$ cat config.mk
export PLATFORM = sky130hd
export DESIGN_NAME = alu_pipe
export DESIGN_NICKNAME = d
export VERILOG_FILES = /design/src/rtl/alu_pipe.sv
export SDC_FILE = /design/constraint.sdc
export NUM_CORES = 1
export LEC_CHECK = 0
export ABC_AREA = 0
export ABC_CLOCK_PERIOD_IN_PS = 3500
export CORE_MARGIN = 1.5
export CORE_UTILIZATION = 40
export CTS_BUF_LIST = sky130_fd_sc_hd__clkbuf_8 sky130_fd_sc_hd__clkbuf_16
export CTS_CLUSTER_DIAMETER = 30
export DETAILED_ROUTE_END_ITERATION = 10
export GPL_TIMING_DRIVEN = 0
export RECOVER_POWER = 25
export SKIP_LAST_GASP = 1
export SYNTH_ARGS = -nofsm -noshare
export SYNTH_HDL_FRONTEND = slang
export SYNTH_SLANG_ARGS = --single-unit
$ cat constraint.sdc
create_clock -name clk -period 3.5 [get_ports clk]
set_input_delay 0.525 -clock clk [delete_from_list [all_inputs] [get_ports clk]]
set_output_delay 0.525 -clock clk [all_outputs]
set_load 0.03 [all_outputs]
$ cat src/rtl/alu_pipe.sv
// Two-stage pipelined RV32-style integer ALU with valid/ready handshakes on both sides.
// Define ALU_PIPE_SERIAL_SHIFT_EN to run sll/srl/sra one bit per cycle in stage S2.
module alu_pipe #(
    parameter int unsigned WIDTH = 32,
    parameter int unsigned SHW   = $clog2(WIDTH)
) (
    input  logic             clk,
    input  logic             rst,
    input  logic             r_i_s_instr_types,
    input  logic [2:0]       funct3,
    input  logic             alt,
    input  logic [WIDTH-1:0] a_in,
    input  logic [WIDTH-1:0] b_in,
    input  logic             in_valid,
    output logic             in_ready,
    output logic [WIDTH-1:0] out,
    output logic             out_valid,
    input  logic             out_ready
);

    // Stage S1: registered operands and controls
    logic             s1_valid_q, s1_valid_d;
    logic [WIDTH-1:0] s1_a_q, s1_b_q;
    logic [2:0]       s1_f3_q;
    logic             s1_alt_q, s1_dec_q;

    // Stage S2: result register
    logic [WIDTH-1:0] out_q, out_d;
    logic             out_valid_q, out_valid_d;

    logic             s2_free, s1_adv, in_fire;
    logic [SHW-1:0]   shamt;
    logic [WIDTH-1:0] alu_res;

    assign s1_adv   = s1_valid_q && s2_free;
    assign in_ready = !s1_valid_q || s1_adv;
    assign in_fire  = in_valid && in_ready;
    assign shamt    = s1_b_q[SHW-1:0];

    always_comb begin
        s1_valid_d = s1_valid_q;
        if (in_fire) begin
            s1_valid_d = 1'b1;
        end else if (s1_adv) begin
            s1_valid_d = 1'b0;
        end
    end

    always_ff @(posedge clk or posedge rst) begin
        if (rst) begin
            s1_valid_q <= 1'b0;
            s1_a_q     <= '0;
            s1_b_q     <= '0;
            s1_f3_q    <= 3'b000;
            s1_alt_q   <= 1'b0;
            s1_dec_q   <= 1'b0;
        end else begin
            s1_valid_q <= s1_valid_d;
            if (in_fire) begin
                s1_a_q   <= a_in;
                s1_b_q   <= b_in;
                s1_f3_q  <= funct3;
                s1_alt_q <= alt;
                s1_dec_q <= r_i_s_instr_types;
            end
        end
    end

    always_comb begin
        alu_res = s1_a_q + s1_b_q;
        if (s1_dec_q) begin
            unique case (s1_f3_q)
                3'b000: alu_res = s1_alt_q ? (s1_a_q - s1_b_q) : (s1_a_q + s1_b_q);
                3'b001: alu_res = s1_a_q << shamt;
                3'b010: alu_res = {{(WIDTH-1){1'b0}}, ($signed(s1_a_q) < $signed(s1_b_q))};
                3'b011: alu_res = {{(WIDTH-1){1'b0}}, (s1_a_q < s1_b_q)};
                3'b100: alu_res = s1_a_q ^ s1_b_q;
                3'b101: alu_res = s1_alt_q ? $unsigned($signed(s1_a_q) >>> shamt)
                                           : (s1_a_q >> shamt);
                3'b110: alu_res = s1_a_q | s1_b_q;
                3'b111: alu_res = s1_a_q & s1_b_q;
                default: alu_res = s1_a_q + s1_b_q;
            endcase
        end
    end

`ifdef ALU_PIPE_SERIAL_SHIFT_EN
    typedef enum logic {StIdle, StShift} state_e;
    state_e         state_q, state_d;
    logic [SHW-1:0] cnt_q, cnt_d;
    logic           sh_left_q, sh_left_d, sh_arith_q, sh_arith_d;
    logic           is_shift, start_shift;

    assign is_shift    = s1_dec_q && ((s1_f3_q == 3'b001) || (s1_f3_q == 3'b101));
    assign start_shift = s1_adv && is_shift && (shamt != '0);
    // S2 is busy for the whole serial shift, which stalls S1 behind it
    assign s2_free     = (state_q == StIdle) && (!out_valid_q || out_ready);

    always_ff @(posedge clk or posedge rst) begin
        if (rst) begin
            state_q <= StIdle;
        end else begin
            state_q <= state_d;
        end
    end

    always_comb begin
        state_d = state_q;
        unique case (state_q)
            StIdle:  if (start_shift) state_d = StShift;
            StShift: if (cnt_q == SHW'(1)) state_d = StIdle;
            default: state_d = StIdle;
        endcase
    end

    always_comb begin
        out_d       = out_q;
        out_valid_d = out_valid_q;
        cnt_d       = cnt_q;
        sh_left_d   = sh_left_q;
        sh_arith_d  = sh_arith_q;
        unique case (state_q)
            StIdle: begin
                if (start_shift) begin
                    out_d       = s1_a_q;
                    out_valid_d = 1'b0;
                    cnt_d       = shamt;
                    sh_left_d   = (s1_f3_q == 3'b001);
                    sh_arith_d  = s1_alt_q;
                end else if (s1_adv) begin
                    out_d       = alu_res;
                    out_valid_d = 1'b1;
                end else if (out_valid_q && out_ready) begin
                    out_valid_d = 1'b0;
                end
            end
            StShift: begin
                out_d = sh_left_q ? (out_q << 1)
                                  : {sh_arith_q & out_q[WIDTH-1], out_q[WIDTH-1:1]};
                cnt_d = cnt_q - SHW'(1);
                if (cnt_q == SHW'(1)) begin
                    out_valid_d = 1'b1;
                end
            end
            default: ;
        endcase
    end

    always_ff @(posedge clk or posedge rst) begin
        if (rst) begin
            cnt_q      <= '0;
            sh_left_q  <= 1'b0;
            sh_arith_q <= 1'b0;
        end else begin
            cnt_q      <= cnt_d;
            sh_left_q  <= sh_left_d;
            sh_arith_q <= sh_arith_d;
        end
    end
`else
    assign s2_free = !out_valid_q || out_ready;

    always_comb begin
        out_d       = out_q;
        out_valid_d = out_valid_q;
        if (s1_adv) begin
            out_d       = alu_res;
            out_valid_d = 1'b1;
        end else if (out_valid_q && out_ready) begin
            out_valid_d = 1'b0;
        end
    end
`endif

    always_ff @(posedge clk or posedge rst) begin
        if (rst) begin
            out_q       <= '0;
            out_valid_q <= 1'b0;
        end else begin
            out_q       <= out_d;
            out_valid_q <= out_valid_d;
        end
    end

    assign out       = out_q;
    assign out_valid = out_valid_q;

endmodule

=== Yosys cells after proc, flatten, opt, wreduce, memory -nomap -nowiden ===
Index checks and enable logic that the tools add are counted.

* Register bits after elaboration: 103
* Bits in latches: 0
* Memory bits (writable): 0
* ROM bits: 0
* Bits of input ports: 73
* Output and inout port bits: 34
* Word-level logic and storage cells: 43
* Memories: 0

* $add $sub $neg: 2
* Multipliers: 0
* Divide/modulo/power cells: 0
* Order comparisons: 2
* Eq/ne operators: 7
* Shift operators: 3
* Muxes and demuxes: 8
* Bitwise operators: 3
* Reductions and logical operators: 10

{| class="wikitable"
|+ Operator list
! cell !! count
|-
| 32-bit case mux with 8 select lines || 1
|-
| 32-bit two-way mux || 3
|-
| 32-bit less-than comparator || 2
|-
| 32-bit adder || 1
|-
| 32-bit bitwise AND || 1
|-
| 32-bit bitwise OR || 1
|-
| 32-bit by 5-bit left shift with 32-bit output || 1
|-
| 32-bit by 5-bit >> shifter with 32-bit output || 1
|-
| 32-bit by 5-bit >>> shifter with 32-bit output || 1
|-
| 32-bit subtractor || 1
|-
| 32-bit bitwise XOR || 1
|-
| 3-bit == test, second input constant || 4
|-
| 3-bit by 2-bit == test with 1-bit output, second input constant || 2
|-
| 1-bit two-way mux || 4
|-
| 2-bit nonzero test || 2
|-
| 3-bit by 1-bit == test with 1-bit output, second input constant || 1
|-
| 1-bit logical AND || 3
|-
| 3-bit zero test || 1
|-
| 1-bit zero test || 2
|-
| 1-bit logical OR || 2
|}

=== Depth between registers and ports, before layout ===
Gate-level depths: netlist of run 1.

* Depth in word-level cells: 6
* Depth in mapped cells: 15
* Mapped depth without buffers: 12

=== Least setup slack after synthesis of run 1 ===
Ideal clock, no wire load.

* Kind: register to register
* Start: register s1_b_q[2]
* End: register out_q[30] (netlist: out[30])
* Arrival: 3.420 ns
* Required time: 3.396 ns
* Setup slack: -0.024 ns
* Cell stages (with the launch flop): 16
* Path buffers: 4
* Period minus slack after synthesis: 3.524 ns
* Cells stage by stage: dfrtp_1 -> buf_2 -> inv_1 -> buf_2 -> buf_2 -> buf_1 -> ha_1 -> nor2b_4 -> o2111a_2 -> o211ai_2 -> nand2_2 -> o2111ai_4 -> a21oi_2 -> o41a_1 -> a2111o_1 -> o311ai_1

* Longest elaborated chain between the ends: 4

{| class="wikitable"
|+ RTL lines
! item !! RTL line !! RTL
|-
| from (decl) || 23 || <nowiki>logic [WIDTH-1:0] s1_a_q, s1_b_q;</nowiki>
|-
| from (signal assigned) || 61 || <nowiki>s1_b_q <= b_in;</nowiki>
|-
| 32-bit adder, or another cell as far along || -- ||
|-
| 32-bit two-way mux, on equally long branches || 73, 78 ||
|-
| 32-bit case mux with 8 select lines || 72 || <nowiki>unique case (s1_f3_q)</nowiki>
|-
| 32-bit two-way mux * || 71 || <nowiki>if (s1_dec_q) begin</nowiki>
|-
| to (signal assigned) || 180 || <nowiki>out_q <= out_d;</nowiki>
|-
| to (decl) || 28 || <nowiki>logic [WIDTH-1:0] out_q, out_d;</nowiki>
|}

Every way passes the cells marked *; elsewhere a longest branch is shown, timed or not.
A chain may end at the register's enable or synchronous reset.

=== Worst setup path in the final report of run 1 ===
* Start: register s1_alt_q
* End: register out_q[30] (netlist: out[30])

* Longest elaborated chain between the ends: 3

{| class="wikitable"
|+ RTL lines
! item !! RTL line !! RTL
|-
| from (decl) || 25 || <nowiki>logic s1_alt_q, s1_dec_q;</nowiki>
|-
| from (signal assigned) || 63 || <nowiki>s1_alt_q <= alt;</nowiki>
|-
| 32-bit two-way mux, on equally long branches || 78, 73 ||
|-
| 32-bit case mux with 8 select lines * || 72 ||
|-
| 32-bit two-way mux * || 71 ||
|}

Marked as above.

==> results.md, run 1 <==
- RSZ-0062 raised after global routing: yes
- DR WL/cell: between 30 and 40 um
- CTS buffer count: 9
- First-pass iteration count of the detailed router: 6
- Nets: slightly below 2000
- Failing checks: capacitance limit, slew limit, setup timing
- Fin Setup TNS: -0.107 ns
- Reg2reg start: s1_alt_q
- Crit path kind: reg -> reg
- Fillers: 3286
- GP Congestion: 1.07
- Number of failing hold endpoints at the final stage: 0
- Clk sinks: about 100
- Yosys warns: 0
- Syn Nets: 1820
- Number of port buffers: 106
- Row cnt: 66
- Post-CTS Hold Buffers: 0
- GR Util All Layers: 0.431
- Pleak: about 6.5 nW
- Final Critical Period: about 3.6 ns
- Residual DRC: 0
- Mapped Area: between 10000 and 15000 um^2
- Max_cap viols: 1
- Antenna Diode Count: 0
- Final WL: roughly 73000 um
- Placed Instance Area: between 10000 and 15000 um^2
- Commonest cells in the netlist: nand2_1 (160), nor2_1 (160), a21oi_1 (141), o21ai_0 (118), dfrtp_1 (103)
- CP endpoint: out[30]
- R2R Setup Slk: -0.06 ns
- Post-synthesis sequential area ratio: 0.195
- Crit path required time: roughly 3.8 ns
- Dpl ws: -1.88 ns
- Pwr dens: 618 nW/um^2
- Largest net degree at the start of global routing: 67
- Distinct cells, synth: between 90 and 100
- CTS tree: yes
- DP HPWL: around 57000 um
- Skew-Pair Late Insertion Delay: around 0.40 ns
- First-pass GRT wire length: 103000 um
- Achievable frequency: 0.281 GHz
- Hold path depth: 2
- Crit end category: register
- Most used cell along the critical path: clkbuf_1
- Clock Tree Buf Depth: 2
- HP Class: reg -> reg
- P&R area growth vs syn: 21.1%
- Initial antenna violation count: 3
- Number of nets with antenna violations after routing: 0
- Share of layout cells above drive strength 1: 0.206
- Initial DRC count: approximately 2300
- Post-route design area: 16000 um^2
- DIE WIDTH: between 150 and 200 um
- Via Count: between 15000 and 20000
- Final Util: 0.492
- Max_slew headroom: -0.282
- R2R Path End: out[30]
- Slowest stage delay, CP: around 0.73 ns
- EDFF count, synth: 0
- Worst clock skew: approximately 0.024 ns
- Slowest cell on the critical path: clkbuf_1
- Crit path max fanout: 10
- Reg2Reg Depth: 8
- Largest area contributor in the netlist: dfrtp_1
- Max IR drop VDD: between 300 and 400 uV
- I/O Pins: roughly 110
- Synthesized flop and latch total: 103
- Worst setup path startpoint: s1_alt_q
- Worst-margin pin slew: between 1.5 and 2 ns
- Ranking of synthesized cells by area: dfrtp_1 (19%), ha_1 (9.2%), mux4_2 (8.0%)
- Top-area cell type share of the netlist area: 0.195
- Die Ht: between 150 and 200 um
- Critical path cell sequence: inv_1 -> clkbuf_1 -> nor2_1 -> clkbuf_1 -> nor2_2 -> o21ai_0 -> a2111o_1 -> o311ai_1
- Post-Syn Instances: roughly 1600
- Status: finished with violations
- Period utilization: 1.02
- Avg Cell Area, Syn: between 8 and 9 um^2
- Synth Flop Type: dfrtp_1
- Clock-pin transition on the worst setup and hold timing paths: 0.09 ns
- Die area: roughly 34000 um^2
- Fraction of registers with async set/reset: 1.00
- Core Region: 32500 um^2
- Root Buffer: clkbuf_16
- CP Launch Type: register
- Routed vias/inst: around 6.7
- GR Overflow Total: 0
- Crit path DAT: 3.86 ns
- Starting Density: 0.406
- Final setup viols: 2
- Final WS setup: -0.0584 ns
- H-Tree Depth: 3
- Vias in the first global route: 14000
- Slew Viols, Final: 39
[power by group]
| group | internal (mW) | switching, mW | total, mW |
|---|---|---|---|
| combinational | 2.48 | 4.44 | 6.92 |
| sequential | 1.47 | 0.442 | 1.92 |
| clock | 0.511 | 0.550 | 1.06 |
| total | 4.46 | 5.43 | 9.89 |
[what timing repair did]
item                                    CTS  global route
endpoints found under the setup margin   31            24
gates resized for setup                  97            75
gates cloned                              0             1
buffers inserted                         15            18
pin swaps                                16            18
[critical path: cells and delay by family (launching register included)]
| family | cells | cell delay [ns] |
|---|---|---|
| buffers and inverters | 3 | 1.29 |
| and+or+nand+nor | 2 | 0.81 |
| DFF | 1 | 0.61 |
| AOI/OAI and AO/OA | 3 | 0.75 |
[placed cells by master (no fill, tap or decap), drive strengths merged, types with 92 or more instances in the layout]
cell type,count
a21oi,144
clkdlybuf4s50,104
dfrtp,103
nor2,160
ha,97
nand2,162
mux2,92
o21ai,144
buf,110
inv,100
[kinds of logic after synthesis]
kind of cell    count (synthesis)  synth area share
compound gates                523             0.256
xor+xnor                       22            0.0146
fa+ha+maj                      99            0.0948
buf+inv                       239            0.0801
flops                         103             0.195
mux                           194             0.201
simple gates                  468             0.158
[area by class of cell]
class	count	area (um^2)	share of cell area
plain buffers	134	800	0.0499
clock buffers	10	239	0.0149
clock inverters	6	50.0	0.00313
inverters	101	394	0.0246
multi-input cells	1306	10000	0.627
flip-flops and latches	103	2610	0.163
well taps	442	553	0.0346
repair buffers	141	1330	0.0832
[worst min path at each step]
stage               startpoint        end  slack (ns)
floorplan           s1_valid_q  out_valid        0.47
global placement       out[17]    out[17]        0.46
detailed placement      out[6]     out[6]        0.47
CTS                     out[6]     out[6]        0.49
global route            out[5]     out[5]        0.50
finish                  out[6]     out[6]        0.48
[state kept, by name, indices dropped and copies added (netlist names)]
register and flops:
out_valid 1, out 32, s1_alt_q 1, s1_b_q 32, s1_a_q 32, s1_valid_q 1, s1_f3_q 3, s1_dec_q 1
[stage by stage]
stage               instances  hold WS, ns  power, mW
floorplan                1648        0.471       5.60
global placement         2196        0.456       8.03
detailed placement       2197        0.466       8.05
CTS                      2225        0.486       9.39
global route             2243        0.501       10.2
finish                   2243        0.478       9.89
[routing by layer]
metal,wire (um),GRT usage
met3,9330,0.130
met2,30100,0.622
met4,4240,0.207
met1,29700,0.585
met5,36,0
No activity file was read; power rests on OpenSTA's default activity.
==> run 2: changes to the inputs <==
CTS_CLUSTER_DIAMETER = 50   (was 30)
SLEW_MARGIN = 0   (was unset)
==> results of run 2 <==
No change in the layout: final DEF, timing and power equal those of run 1.
==> run 3: changes to the inputs <==
SLEW_MARGIN = unset   (was 0)
==> results of run 3 <==
No change in the layout: final DEF, timing and power equal those of run 1.
